==> src/rtl/exu_cal_arb_pkg.sv <==
// Shared definitions for the calculator arbiter: FSM state encodings, opcode-bundle width, id width.
// The backtick-defines below can be overridden from the command line; the guards keep earlier definitions.
`ifndef CIRNO_CAL_OPB_SIZE
`define CIRNO_CAL_OPB_SIZE 16
`endif
`ifndef CIRNO_CALARB_IDLE
`define CIRNO_CALARB_IDLE  2'd0
`endif
`ifndef CIRNO_CALARB_ISSUE
`define CIRNO_CALARB_ISSUE 2'd1
`endif
`ifndef CIRNO_CALARB_WAIT
`define CIRNO_CALARB_WAIT  2'd2
`endif

package exu_cal_arb_pkg;

   typedef enum logic [1:0] {
      ST_IDLE  = `CIRNO_CALARB_IDLE,
      ST_ISSUE = `CIRNO_CALARB_ISSUE,
      ST_WAIT  = `CIRNO_CALARB_WAIT
   } cal_arb_state_e;

   // Requester index width; a single requester still needs a 1-bit id port.
   function automatic int cal_id_w(input int n);
      return (n > 1) ? $clog2(n) : 1;
   endfunction

endpackage

==> src/rtl/exu_rr_pick.sv <==
// Combinational rotating picker: first set request at or above ptr, wrapping; zero latency, no state.
// Returns a one-hot grant plus the encoded winner index (both zero when nothing requests).
module exu_rr_pick
   import exu_cal_arb_pkg::*;
#(
   parameter  int NREQ = 3,
   localparam int ID_W = cal_id_w(NREQ)
) (
   input  logic [NREQ-1:0] req,
   input  logic [ID_W-1:0] ptr,
   output logic [NREQ-1:0] gnt,
   output logic [ID_W-1:0] id
);

   always_comb begin
      logic found;
      gnt   = '0;
      id    = '0;
      found = 1'b0;
      // Outer loop walks the search order; inner loop maps the rotated slot back to a requester.
      for (int i = 0; i < NREQ; i++) begin
         for (int c = 0; c < NREQ; c++) begin
            if (!found && req[c] && (((int'(ptr) + i) % NREQ) == c)) begin
               found  = 1'b1;
               gnt[c] = 1'b1;
               id     = ID_W'(c);
            end
         end
      end
   end

endmodule

==> src/rtl/exu_cal_arb.sv <==
// Shares one multi-cycle calculator among NREQ requesters, one transaction outstanding; grant-to-issue 1 cycle,
// issue held stable under i_cal_rdy backpressure. Define CIRNO_CAL_ARB_PRIO_EN for fixed lowest-index priority.
module exu_cal_arb
   import exu_cal_arb_pkg::*;
#(
   parameter  int NREQ  = 3,
   parameter  int OPB_W = `CIRNO_CAL_OPB_SIZE,
   parameter  int RES_W = 32,
   localparam int ID_W  = cal_id_w(NREQ)
) (
   input  logic                    clk,
   input  logic                    rst,
   input  logic [NREQ-1:0]         i_req_val,
   input  logic [NREQ*OPB_W-1:0]   i_req_opb,
   output logic [NREQ-1:0]         o_req_rdy,
   output logic [RES_W-1:0]        o_req_res,
   output logic                    o_cal_val,
   input  logic                    i_cal_rdy,
   output logic [OPB_W-1:0]        o_cal_opb,
   output logic [ID_W-1:0]         o_cal_id,
   input  logic                    i_cal_rsp_val,
   input  logic [RES_W-1:0]        i_cal_rsp_res,
   output logic                    o_busy
);

   cal_arb_state_e   state, state_nxt;
   logic [NREQ-1:0]  pick_gnt;
   logic [ID_W-1:0]  pick_id;
   logic [ID_W-1:0]  start_ptr;
   logic [OPB_W-1:0] pick_opb;
   logic [NREQ-1:0]  cal_gnt;
   logic             grant;
   logic             done;

`ifdef CIRNO_CAL_ARB_PRIO_EN
   assign start_ptr = '0;
`else
   logic [ID_W-1:0] ptr;

   always_ff @(posedge clk or posedge rst) begin
      if (rst) begin
         ptr <= '0;
      end else if (grant) begin
         ptr <= (int'(pick_id) == NREQ - 1) ? '0 : pick_id + ID_W'(1);
      end
   end

   assign start_ptr = ptr;
`endif

   exu_rr_pick #(
      .NREQ (NREQ)
   ) u_pick (
      .req  (i_req_val),
      .ptr  (start_ptr),
      .gnt  (pick_gnt),
      .id   (pick_id)
   );

   always_comb begin
      pick_opb = '0;
      for (int c = 0; c < NREQ; c++) begin
         if (pick_gnt[c]) begin
            pick_opb = i_req_opb[c*OPB_W +: OPB_W];
         end
      end
   end

   always_ff @(posedge clk or posedge rst) begin
      if (rst) begin
         state <= ST_IDLE;
      end else begin
         state <= state_nxt;
      end
   end

   // ISSUE with accept and response together is a zero-latency calculator: finish without visiting WAIT.
   always_comb begin
      state_nxt = state;
      grant     = 1'b0;
      done      = 1'b0;
      case (state)
         ST_IDLE: begin
            if (|i_req_val) begin
               grant     = 1'b1;
               state_nxt = ST_ISSUE;
            end
         end
         ST_ISSUE: begin
            if (i_cal_rdy) begin
               if (i_cal_rsp_val) begin
                  done      = 1'b1;
                  state_nxt = ST_IDLE;
               end else begin
                  state_nxt = ST_WAIT;
               end
            end
         end
         ST_WAIT: begin
            if (i_cal_rsp_val) begin
               done      = 1'b1;
               state_nxt = ST_IDLE;
            end
         end
         default: state_nxt = ST_IDLE;
      endcase
   end

   // The winner's opb and id are frozen here so later changes on its request lines cannot disturb the issue.
   always_ff @(posedge clk or posedge rst) begin
      if (rst) begin
         o_cal_id  <= '0;
         o_cal_opb <= '0;
         cal_gnt   <= '0;
      end else if (grant) begin
         o_cal_id  <= pick_id;
         o_cal_opb <= pick_opb;
         cal_gnt   <= pick_gnt;
      end
   end

   assign o_cal_val = (state == ST_ISSUE);
   assign o_busy    = (state != ST_IDLE);
   assign o_req_rdy = done ? cal_gnt : '0;
   assign o_req_res = done ? i_cal_rsp_res : '0;

endmodule

==> config.mk <==
export PLATFORM = sky130hd
export DESIGN_NAME = exu_cal_arb
export DESIGN_NICKNAME = d
export VERILOG_FILES = /design/src/rtl/exu_cal_arb_pkg.sv /design/src/rtl/exu_rr_pick.sv /design/src/rtl/exu_cal_arb.sv
export SDC_FILE = /design/constraint.sdc
export NUM_CORES = 1
export LEC_CHECK = 0
export ABC_AREA = 1
export CAP_MARGIN = 20
export CORE_MARGIN = 4
export CORE_UTILIZATION = 32
export CTS_CLUSTER_DIAMETER = 40
export DETAILED_ROUTE_END_ITERATION = 7
export PLACE_DENSITY_LB_ADDON = 0.3
export REMOVE_ABC_BUFFERS = 1
export SYNTH_ARGS = -nofsm -noshare
export SYNTH_HDL_FRONTEND = slang
export SYNTH_SLANG_ARGS = --single-unit
==> constraint.sdc <==
create_clock -name clk -period 1.6 [get_ports clk]
set_input_delay 0.32 -clock clk [delete_from_list [all_inputs] [get_ports clk]]
set_output_delay 0.32 -clock clk [all_outputs]
set_load 0.01 [all_outputs]
==> flow_summary.ini <==
[run_status]
status = finished with violations
failed_checks = setup timing

[clock_network]
cts_buffers = 3
clock_path_buffers = 2
clock_sinks = 25
cts.root.buffer_cell = clkbuf_8
htree_levels = 1
cts_hold_buf = 0
insertion_delay_ns = 0.27
clk_pin_slew_ns = 0.08
cts_tree = yes

[pwr]
power.density_mw_per_mm2 = 1390
peakVddDrop_mv = 0.708
leakagePower_uw = 0.00212

[place]
dp_cells = 554
hpwl_mm = 5.63
globalplace.congestion = 0.822
port-buffer-count = 141

[layout]
syn_to_final_growth_pct = 109
postLayoutCoreUtil = 0.691
nets = 585
drive_gt1_frac = 0.291
antenna_cells = 0
stdcell_count = 567

[min_path]
hold_path_class = in2async

[synth]
yosys_most_used_dff = dfrtp_1
synth-seq-cells = 25
synth_cell_type_count = 26
synth_commonest_cells = nand2_1 (89), nor2_1 (75), inv_1 (67)
synth_edf_count = 0
yosysTopAreaCell = dfrtp_1
yosys-top-cells-area = dfrtp_1 (32%), nand2_1 (17%), nor2_1 (14%)
ys_async_sr_fraction = 1.00
syn_avg_cell_area_um2 = 6.09
yosysSeqAreaShare = 0.319
ys_warn_count = 0
yosysTopAreaCellShare = 0.319
synthesis.area_mm2 = 0.00196
synth_most_common_cell = nand2_1
netlist_instances = 322

[critical_path]
rrSetupSlack_ns = -0.15
cp-end-kind = output port
path_delay_family = buffers and inverters
cp.arrival_ns = 1.79
crit_buf_inv = 4
critPathKind = reg2out
cp.required_ns = 1.28
reg2reg_depth = 14
r2r_start = ptr[0]
critPathSlowestCell = dfrtp_1
worstPathCellList = inv_2 -> ha_4 -> inv_2 -> o21ai_4 -> nand3_4 -> clkbuf_16 -> nor2_2 -> buf_2
cp_max_fo = 7
cpMostUsedCell = inv_2
max_stage_delay_ns = 0.43
r2r-end = o_cal_opb[6]
start_kind = flip-flop

[grt]
grt_pass1_wl_mm = 11.5
grt_usage = 0.192
grt_pass1_vias = 2489
grt_max_degree = 26
overflow = 0
grt_antenna_before_repair = 0

[drt]
wirelength_mm = 7.84
drcViolationCount = 0
first_pass_iters = 4
antenna_left = 0
via_count = 2542
via_per_inst = 4.48
wire_per_inst_um = 13.8
drtIter0Drc = 78

[sta]
fin_skew_ns = 0.00313
fin_ws_ns = -0.510
fin_crit_ns = 2.11
max_freq_mhz = 474
worst_slew_pin_slew_ns = 0.321
relSlewSlack = 0.786
timing.final.crit_share = 1.32
hold_viol_final = 0
grt_setup_unrepaired = yes
setup_viol_count_final = 52
slew_violations = 0

[floorplanning]
coreArea_mm2 = 0.00592
die_y_um = 86.3
start_util = 0.331
die-area_mm2 = 0.00744
io_pins = 142
die_w_um = 86.3
rows = 28

[run]
drv_cap = 0
## what timing repair did
item	in CTS	in global routing
cloned	2	4
hold endpoints to repair	0	0
gates resized for setup	184	78
pin swaps	2	7
setup buffers	2	1
setup endpoints to repair	60	61
## report_power, final
| group | total (uW) | internal (uW) | switching (uW) |
|---|---|---|---|
| Clock | 371 | 178 | 193 |
| Combinational | 4220 | 2080 | 2140 |
| Sequential | 1080 | 920 | 157 |
| Total | 5670 | 3180 | 2490 |
## metal layers
layer  global-route usage  share of wire  vias up
met5                    0              0        -
met4               0.0382          0.018        0
met3               0.0504          0.097       10
met2                0.374           0.52      128
met1                0.207           0.36     1121
li1                     -              -     1283
## cells in the final DEF (no fill, tap or decap), types with 2 or more instances in the layout
| cell type | instances |
|---|---|
| dfrtp_1 | 25 |
| nand2_2 | 2 |
| inv_1 | 61 |
| buf_16 | 2 |
| o21ai_0 | 4 |
| a21boi_1 | 11 |
| clkbuf_16 | 3 |
| a21boi_0 | 5 |
| inv_2 | 6 |
| nand2_4 | 4 |
| nand3_4 | 3 |
| o21ai_2 | 2 |
| nand3_1 | 3 |
| nor2_4 | 19 |
| ha_4 | 5 |
| nor2_1 | 41 |
| buf_4 | 25 |
| nor2_2 | 18 |
| buf_12 | 3 |
| nand3_2 | 3 |
| a21oi_1 | 2 |
| dlygate4sd2_1 | 2 |
| clkbuf_8 | 3 |
| nand2_1 | 86 |
| buf_2 | 21 |
| clkdlybuf4s50_1 | 101 |
| buf_6 | 19 |
| o21ai_1 | 2 |
## stage by stage
stage               hold WS, ns  setup TNS [ns]  setup slack, ns  total power (uW)  instance area, um2
finish                    0.400          -18.21           -0.510              5670                4090
global route              0.422          -23.78           -0.610              6180                4090
floorplan                 0.347          -23.52           -0.598              2760                1890
detailed placement        0.469          -31.10           -0.716              4570                3640
global placement          0.462          -30.65           -0.707              4510                3640
CTS                       0.407          -15.01           -0.447              5280                3720
## layout make-up
class | instances | area, um2
clock buffer | 4 | 45.0
fill | 521 | 1830
inverter | 68 | 258
multi-input combinational | 217 | 1330
sequential | 25 | 626
tap | 75 | 93.8
timing repair buffer | 178 | 1740
## tightest hold or removal path, cell delays in order
cell,delay [ns]
clkdlybuf4s50_1,0.40
inv_1,0.05
buf_4,0.30
## worst max path at each step
| stage | endpoint | start | cells past startpoint |
|---|---|---|---|
| after floorplan | o_req_rdy[0] | state[1] | 6 |
| after CTS | o_req_res[25] | state[1] | 7 |
| after detailed placement | o_req_res[25] | i_cal_rdy | 7 |
| after global routing | o_req_res[28] | state[0] | 8 |
| after global placement | o_req_res[25] | i_cal_rdy | 7 |
| final | o_req_res[22] | state[0] | 8 |
## registers in the layout, indices dropped and copies added, names as in the netlist
register,cells
state,2
cal_gnt,3
ptr,2
o_cal_id,2
o_cal_opb,16
## cells by family after synthesis
logic type / after synthesis / share of synthesized area
fa+ha+maj: 5 / 0.0319
flops: 25 / 0.319
compound gates: 30 / 0.104
buf+inv: 80 / 0.165
simple gates: 182 / 0.379
Note: power is estimated with default switching activity, not from simulation.
